### config.mk
export PLATFORM = sky130hd
export DESIGN_NAME = mux_scan_nx1
export DESIGN_NICKNAME = d
export VERILOG_FILES = /design/src/rtl/mux_scan_pkg.sv /design/src/rtl/mux_nx1.sv /design/src/rtl/mux_scan_nx1.sv
export SDC_FILE = /design/constraint.sdc
export NUM_CORES = 1
export LEC_CHECK = 0
export ABC_AREA = 0
export BUFFER_PORTS_ARGS = -buffer_cell sky130_fd_sc_hd__buf_4
export CAP_MARGIN = 20
export CORE_AREA = 2 2 39 41
export CTS_BUF_LIST = sky130_fd_sc_hd__clkbuf_8
export DETAILED_ROUTE_END_ITERATION = 7
export DIE_AREA = 0 0 41 43
export GPL_TIMING_DRIVEN = 0
export PLACE_DENSITY = 0.78
export RECOVER_POWER = 50
export SLEW_MARGIN = 20
export SYNTH_ARGS = -nofsm -noshare
export SYNTH_HDL_FRONTEND = slang
export SYNTH_SLANG_ARGS = --single-unit
### constraint.sdc
create_clock -name clk -period 3.92 [get_ports clk]
set_input_delay 0 -clock clk [delete_from_list [all_inputs] [get_ports clk]]
set_output_delay 0 -clock clk [all_outputs]
set_load 0.02 [all_outputs]
### src/rtl/mux_scan_pkg.sv
// Shared types and helpers for the mux_scan_nx1 block and its benches.
package mux_scan_pkg;

  typedef enum logic [0:0] {StIdle, StScan} state_e;

  function automatic int unsigned sel_width(input int unsigned n);
    return (n < 2) ? 1 : $clog2(n);
  endfunction

  // Lowest bit of channel k inside the packed lane bus.
  function automatic int unsigned lane_lo(input int unsigned k, input int unsigned w);
    return k * w;
  endfunction

endpackage

### src/rtl/mux_nx1.sv
// Combinational N:1 selector of W-bit lanes; an unmatched select yields zero.
module mux_nx1
  import mux_scan_pkg::*;
#(
  parameter int unsigned N     = 8,
  parameter int unsigned W     = 1,
  parameter int unsigned SEL_W = sel_width(N)
) (
  input  logic [N*W-1:0]   i,
  input  logic [SEL_W-1:0] s,
  output logic [W-1:0]     y
);

  always_comb begin
    y = '0;
    for (int unsigned k = 0; k < N; k++) begin
      if (s == SEL_W'(k)) begin
        y = i[lane_lo(k, W) +: W];
      end
    end
  end

endmodule

### src/rtl/mux_scan_nx1.sv
// Registered N:1 mux with valid/ready output and a start-triggered channel scan.
// Optional feature: define SCAN_MASK_EN to add a ch_mask port restricting the scan.
module mux_scan_nx1
  import mux_scan_pkg::*;
#(
  parameter int unsigned N     = 8,
  parameter int unsigned W     = 1,
  parameter int unsigned SEL_W = sel_width(N)
) (
  input  logic             clk,
  input  logic             rst_n,
  input  logic [N*W-1:0]   i,
  input  logic [SEL_W-1:0] s,
  input  logic             mode,
  input  logic             start,
`ifdef SCAN_MASK_EN
  input  logic [N-1:0]     ch_mask,
`endif
  input  logic             out_ready,
  output logic [W-1:0]     y,
  output logic [SEL_W-1:0] y_sel,
  output logic             y_valid,
  output logic             busy,
  output logic             done
);

  state_e           state;
  logic             start_pend;
  logic             load_ok;
  logic             scan_go;
  logic             first_found;
  logic [SEL_W-1:0] first_idx;
  logic             nxt_found;
  logic [SEL_W-1:0] nxt_idx;
  logic [SEL_W-1:0] mux_sel;
  logic [W-1:0]     mux_y;

  assign load_ok = !y_valid || out_ready;
  // A start that arrives while a manual sample is still stalled waits for it to drain.
  assign scan_go = mode && (start || start_pend);
  assign busy    = (state == StScan);

`ifdef SCAN_MASK_EN
  logic [N-1:0] mask_q;

  // Descending loop so the lowest qualifying channel wins.
  always_comb begin
    first_found = 1'b0;
    first_idx   = '0;
    nxt_found   = 1'b0;
    nxt_idx     = '0;
    for (int k = int'(N) - 1; k >= 0; k--) begin
      if (ch_mask[k]) begin
        first_found = 1'b1;
        first_idx   = SEL_W'(k);
      end
      if (mask_q[k] && (k > int'(y_sel))) begin
        nxt_found = 1'b1;
        nxt_idx   = SEL_W'(k);
      end
    end
  end
`else
  assign first_found = 1'b1;
  assign first_idx   = '0;
  assign nxt_found   = (y_sel != SEL_W'(N - 1));
  assign nxt_idx     = y_sel + SEL_W'(1);
`endif

  always_comb begin
    if (state == StScan) begin
      mux_sel = nxt_idx;
    end else if (scan_go) begin
      mux_sel = first_idx;
    end else begin
      mux_sel = s;
    end
  end

  mux_nx1 #(
    .N     (N),
    .W     (W),
    .SEL_W (SEL_W)
  ) u_mux (
    .i (i),
    .s (mux_sel),
    .y (mux_y)
  );

  always_ff @(posedge clk) begin
    if (!rst_n) begin
      state      <= StIdle;
      start_pend <= 1'b0;
      y          <= '0;
      y_sel      <= '0;
      y_valid    <= 1'b0;
      done       <= 1'b0;
`ifdef SCAN_MASK_EN
      mask_q     <= '0;
`endif
    end else begin
      done <= 1'b0;
      unique case (state)
        StIdle: begin
          if (scan_go) begin
            if (!first_found) begin
              start_pend <= 1'b0;
              done       <= 1'b1;
              if (load_ok) begin
                y_valid <= 1'b0;
              end
            end else if (load_ok) begin
              state      <= StScan;
              start_pend <= 1'b0;
              y          <= mux_y;
              y_sel      <= first_idx;
              y_valid    <= 1'b1;
`ifdef SCAN_MASK_EN
              mask_q     <= ch_mask;
`endif
            end else begin
              start_pend <= 1'b1;
            end
          end else if (!mode) begin
            start_pend <= 1'b0;
            if (load_ok) begin
              y       <= mux_y;
              y_sel   <= s;
              y_valid <= 1'b1;
            end
          end else if (load_ok) begin
            y_valid <= 1'b0;
          end
        end
        StScan: begin
          if (out_ready) begin
            if (nxt_found) begin
              y     <= mux_y;
              y_sel <= nxt_idx;
            end else begin
              state   <= StIdle;
              y_valid <= 1'b0;
              done    <= 1'b1;
            end
          end
        end
      endcase
    end
  end

endmodule

==> results.cfg <==
[die]
io_pins = 23
dieArea_um2 = 1760
die_w_um = 41
start_util_pct = 37.7
core-area_um2 = 1380
fp-row-count = 14
dieHeight_um = 43

[finish]
final_cells = 103
fin_nets = 107
drive_gt1_share_pct = 23.0
n_fill_cell = 152
antenna_cells = 0
synthToLayoutAreaGrowth_pct = 38.4

[cts]
cts_sinks = 8
cts_resized = 0
cts_root_buffer = clkbuf_8
cts_buffers = 3
clk_latency_ps = 230
holdBufCountCts = 0
htreeDepth = 1
clk_path_buf_depth = 2
tritoncts = yes
path_clk_slew_ps = 40
post_cts_buffers = 0

[drt]
ant_nets = 0
vias = 547
viasPerCell = 5.31
drt-pass1-iter-count = 4
routedWlPerCell_um = 12.4
wirelength_mm = 1.28
initialDrtViolationCount = 6
drcViolationCount = 0

[critical_path]
crit_start = y_sel[0]$_SDFFE_PN0P_
cp.arrival_ps = 2000
r2r_slack_ps = 2030
start_kind = register
path_class = register to register
crit_end = y$_SDFFE_PN0P_
timing.rr.end = y$_SDFFE_PN0P_
critPathMaxFanout = 5
r2r_start = y_sel[0]$_SDFFE_PN0P_
worstPathRequired_ps = 4040
crit_path_end_kind = register
reg2reg_depth = 6

[yosys]
yosysSeqAreaShare_pct = 30.7
ys_warn_count = 0
synthCells = 62
yosysUniqueCellTypes = 25
synth_compound_area_share_pct = 29.7
synth_top_family_by_area = compound AO/OA/AOI/OAI gates
synthXorXnorAreaFrac_pct = 0
synth-simple-area-share_pct = 25.9
synth_area_um2 = 522
syn_nets = 80
synth-seq-cells = 8
synthMuxAreaShare_pct = 5.76
synth_adder_area_share_pct = 4.80
avgSynthCellArea_um2 = 8.42

[pwr]
p_clk_share_pct = 37.2
power-per-cell-area_nw_per_um2 = 364
p_sw_w = 0.0000750
sequentialPowerShare_pct = 35.8
intPower_w = 0.000188
leakagePower_nw = 0.326
peakVddDrop_mv = 0.264
p_comb_share_pct = 26.9
swShare_pct = 28.5

[placement]
gp_congestion = 0.736
place.port_buffers = 22
placed_cells = 100
dp_hpwl_mm = 1.02

[sta]
fin_skew_ps = 0.705
setup_tns_ps = 0
setup_violations = 0
fmax_mhz = 530
relSlewSlack_pct = 66.0
rsz0062_at_grt = no
period_share_pct = 48.1
period_minus_slack_ps = 1890
slew_viol_final = 0
finalHoldViolCount = 0
worstMarginPinSlew_ps = 506

[global_routing]
globalRouteTotalUtil_pct = 18.1
antenna_found_initial = 0
globalRoute.totalOverflow = 0
grt_first_pass_wirelength_mm = 2.15
grt_pass1_vias = 517
grt_max_degree = 11

[run]
maxCapViolCount = 0

[status]
outcome = finished clean

[worst_hold_path]
hp-class = input port to register
## how the worst min path moves through the flow
stage                                   end       from  depth (start not counted)
CTS                         done$_SDFF_PN0_  out_ready                          3
finish                      done$_SDFF_PN0_  out_ready                          3
detailed placement          done$_SDFF_PN0_  out_ready                          3
floorplan                   done$_SDFF_PN0_      rst_n                          2
global route                done$_SDFF_PN0_  out_ready                          3
global placement    start_pend$_SDFFE_PN0P_      rst_n                          2
## final cells by class
cell class	instances	area (um^2)	area share, %
timing repair buffer	22	139	19.2
inverter	3	11.3	1.56
tap	16	20.0	2.77
clock buffer	3	41.3	5.72
buffer	1	5.00	0.693
multi-input combinational	50	345	47.8
sequential	8	160	22.2
## cell usage after synthesis
| master | count | area (um^2) |
|---|---|---|
| buf_2 | 1 | 5.00 |
| nor2_1 | 2 | 7.51 |
| a2111oi_1 | 1 | 10.0 |
| a21oi_1 | 3 | 15.0 |
| o21a_1 | 1 | 7.51 |
| o211a_1 | 3 | 30.0 |
| nor3_1 | 1 | 5.00 |
| o21ai_0 | 2 | 10.0 |
| a22o_1 | 1 | 8.76 |
| a2111oi_0 | 1 | 8.76 |
| o21ai_1 | 3 | 15.0 |
| a21boi_0 | 1 | 7.51 |
| or2_2 | 1 | 6.26 |
| ha_1 | 2 | 25.0 |
| nand2b_1 | 6 | 37.5 |
| inv_1 | 3 | 11.3 |
| a22oi_1 | 1 | 7.51 |
| mux2i_1 | 3 | 30.0 |
| o2111ai_1 | 4 | 35.0 |
| dfxtp_1 | 8 | 160 |
| nand3_1 | 1 | 5.00 |
| nand2_1 | 5 | 18.8 |
| nor4bb_1 | 1 | 10.0 |
| nor2b_1 | 6 | 37.5 |
| nor3b_1 | 1 | 7.51 |
## registers in the layout (all words and copies together), names as in the netlist
register / cells
y_sel: 3
done: 1
start_pend: 1
y_valid: 1
busy: 1
y: 1
## power by group through the flow
stage | Sequential, W | Combinational, W | Clock (W)
finish | 0.0000942 | 0.0000708 | 0.0000979
detailed placement | 0.0000957 | 0.0000756 | 0
floorplan | 0.000102 | 0.0000381 | 0
global placement | 0.0000955 | 0.0000736 | 0
global route | 0.0000952 | 0.0000784 | 0.000105
CTS | 0.0000944 | 0.0000760 | 0.000101
## critical path, stage by stage (launching register included)
cell and delay, ps:
dfxtp_1 340, ha_1 210, ha_1 290, a22o_1 260
a2111oi_1 350, nor4bb_1 110, o211a_1 210
## cell families (layout without fill, tap and decap cells)
| group | Yosys count | in the layout |
|---|---|---|
| AO/OA/AOI/OAI | 21 | 21 |
| AND/OR/NAND/NOR | 24 | 24 |
| multiplexers | 3 | 3 |
| buffers and inverters | 4 | 29 |
| flip-flops | 8 | 8 |
| adder cells (fa/ha/maj) | 2 | 2 |
## metal layers
layer	global-route usage, %	vias up	part of all wire (%)
li1	-	282	-
met5	0	-	0
met1	20.1	247	45
met2	29.4	16	49
met3	9.42	2	5.9
met4	4.00	0	0.31
## metrics by stage
| stage | util (%) | power (W) | setup slack [ps] | hold slack [ps] | instance area, um^2 |
|---|---|---|---|---|---|
| after detailed placement | 51.1 | 0.000171 | 2030 | 281 | 707 |
| after CTS | 54.1 | 0.000272 | 2020 | 47.2 | 748 |
| final | 52.2 | 0.000263 | 2030 | 51.7 | 722 |
| after floorplan | - | 0.000140 | 2090 | 122 | 522 |
| after global placement | 51.1 | 0.000169 | 2070 | 278 | 707 |
| after global routing | 52.2 | 0.000278 | 1870 | 60.2 | 722 |
## cells in the final DEF, fill, tap and decap left out
cell and count:
a22o_1 1, nor4bb_1 1, o21a_1 1, clkbuf_1 7
buf_2 1, a2111oi_0 1, nand2b_1 6, o21ai_0 2
nor2_1 2, a21oi_1 3, a21boi_0 1, a22oi_1 1
clkbuf_8 3, buf_4 15, nand3_1 1, ha_1 2
o2111ai_1 4, nor2b_1 6, o211a_1 3, mux2i_1 3
inv_1 3, nor3_1 1, o21ai_1 3, nand2_1 5
dfxtp_1 8, a2111oi_1 1, nor3b_1 1, or2_2 1
Power figures use the tool's default switching activity.
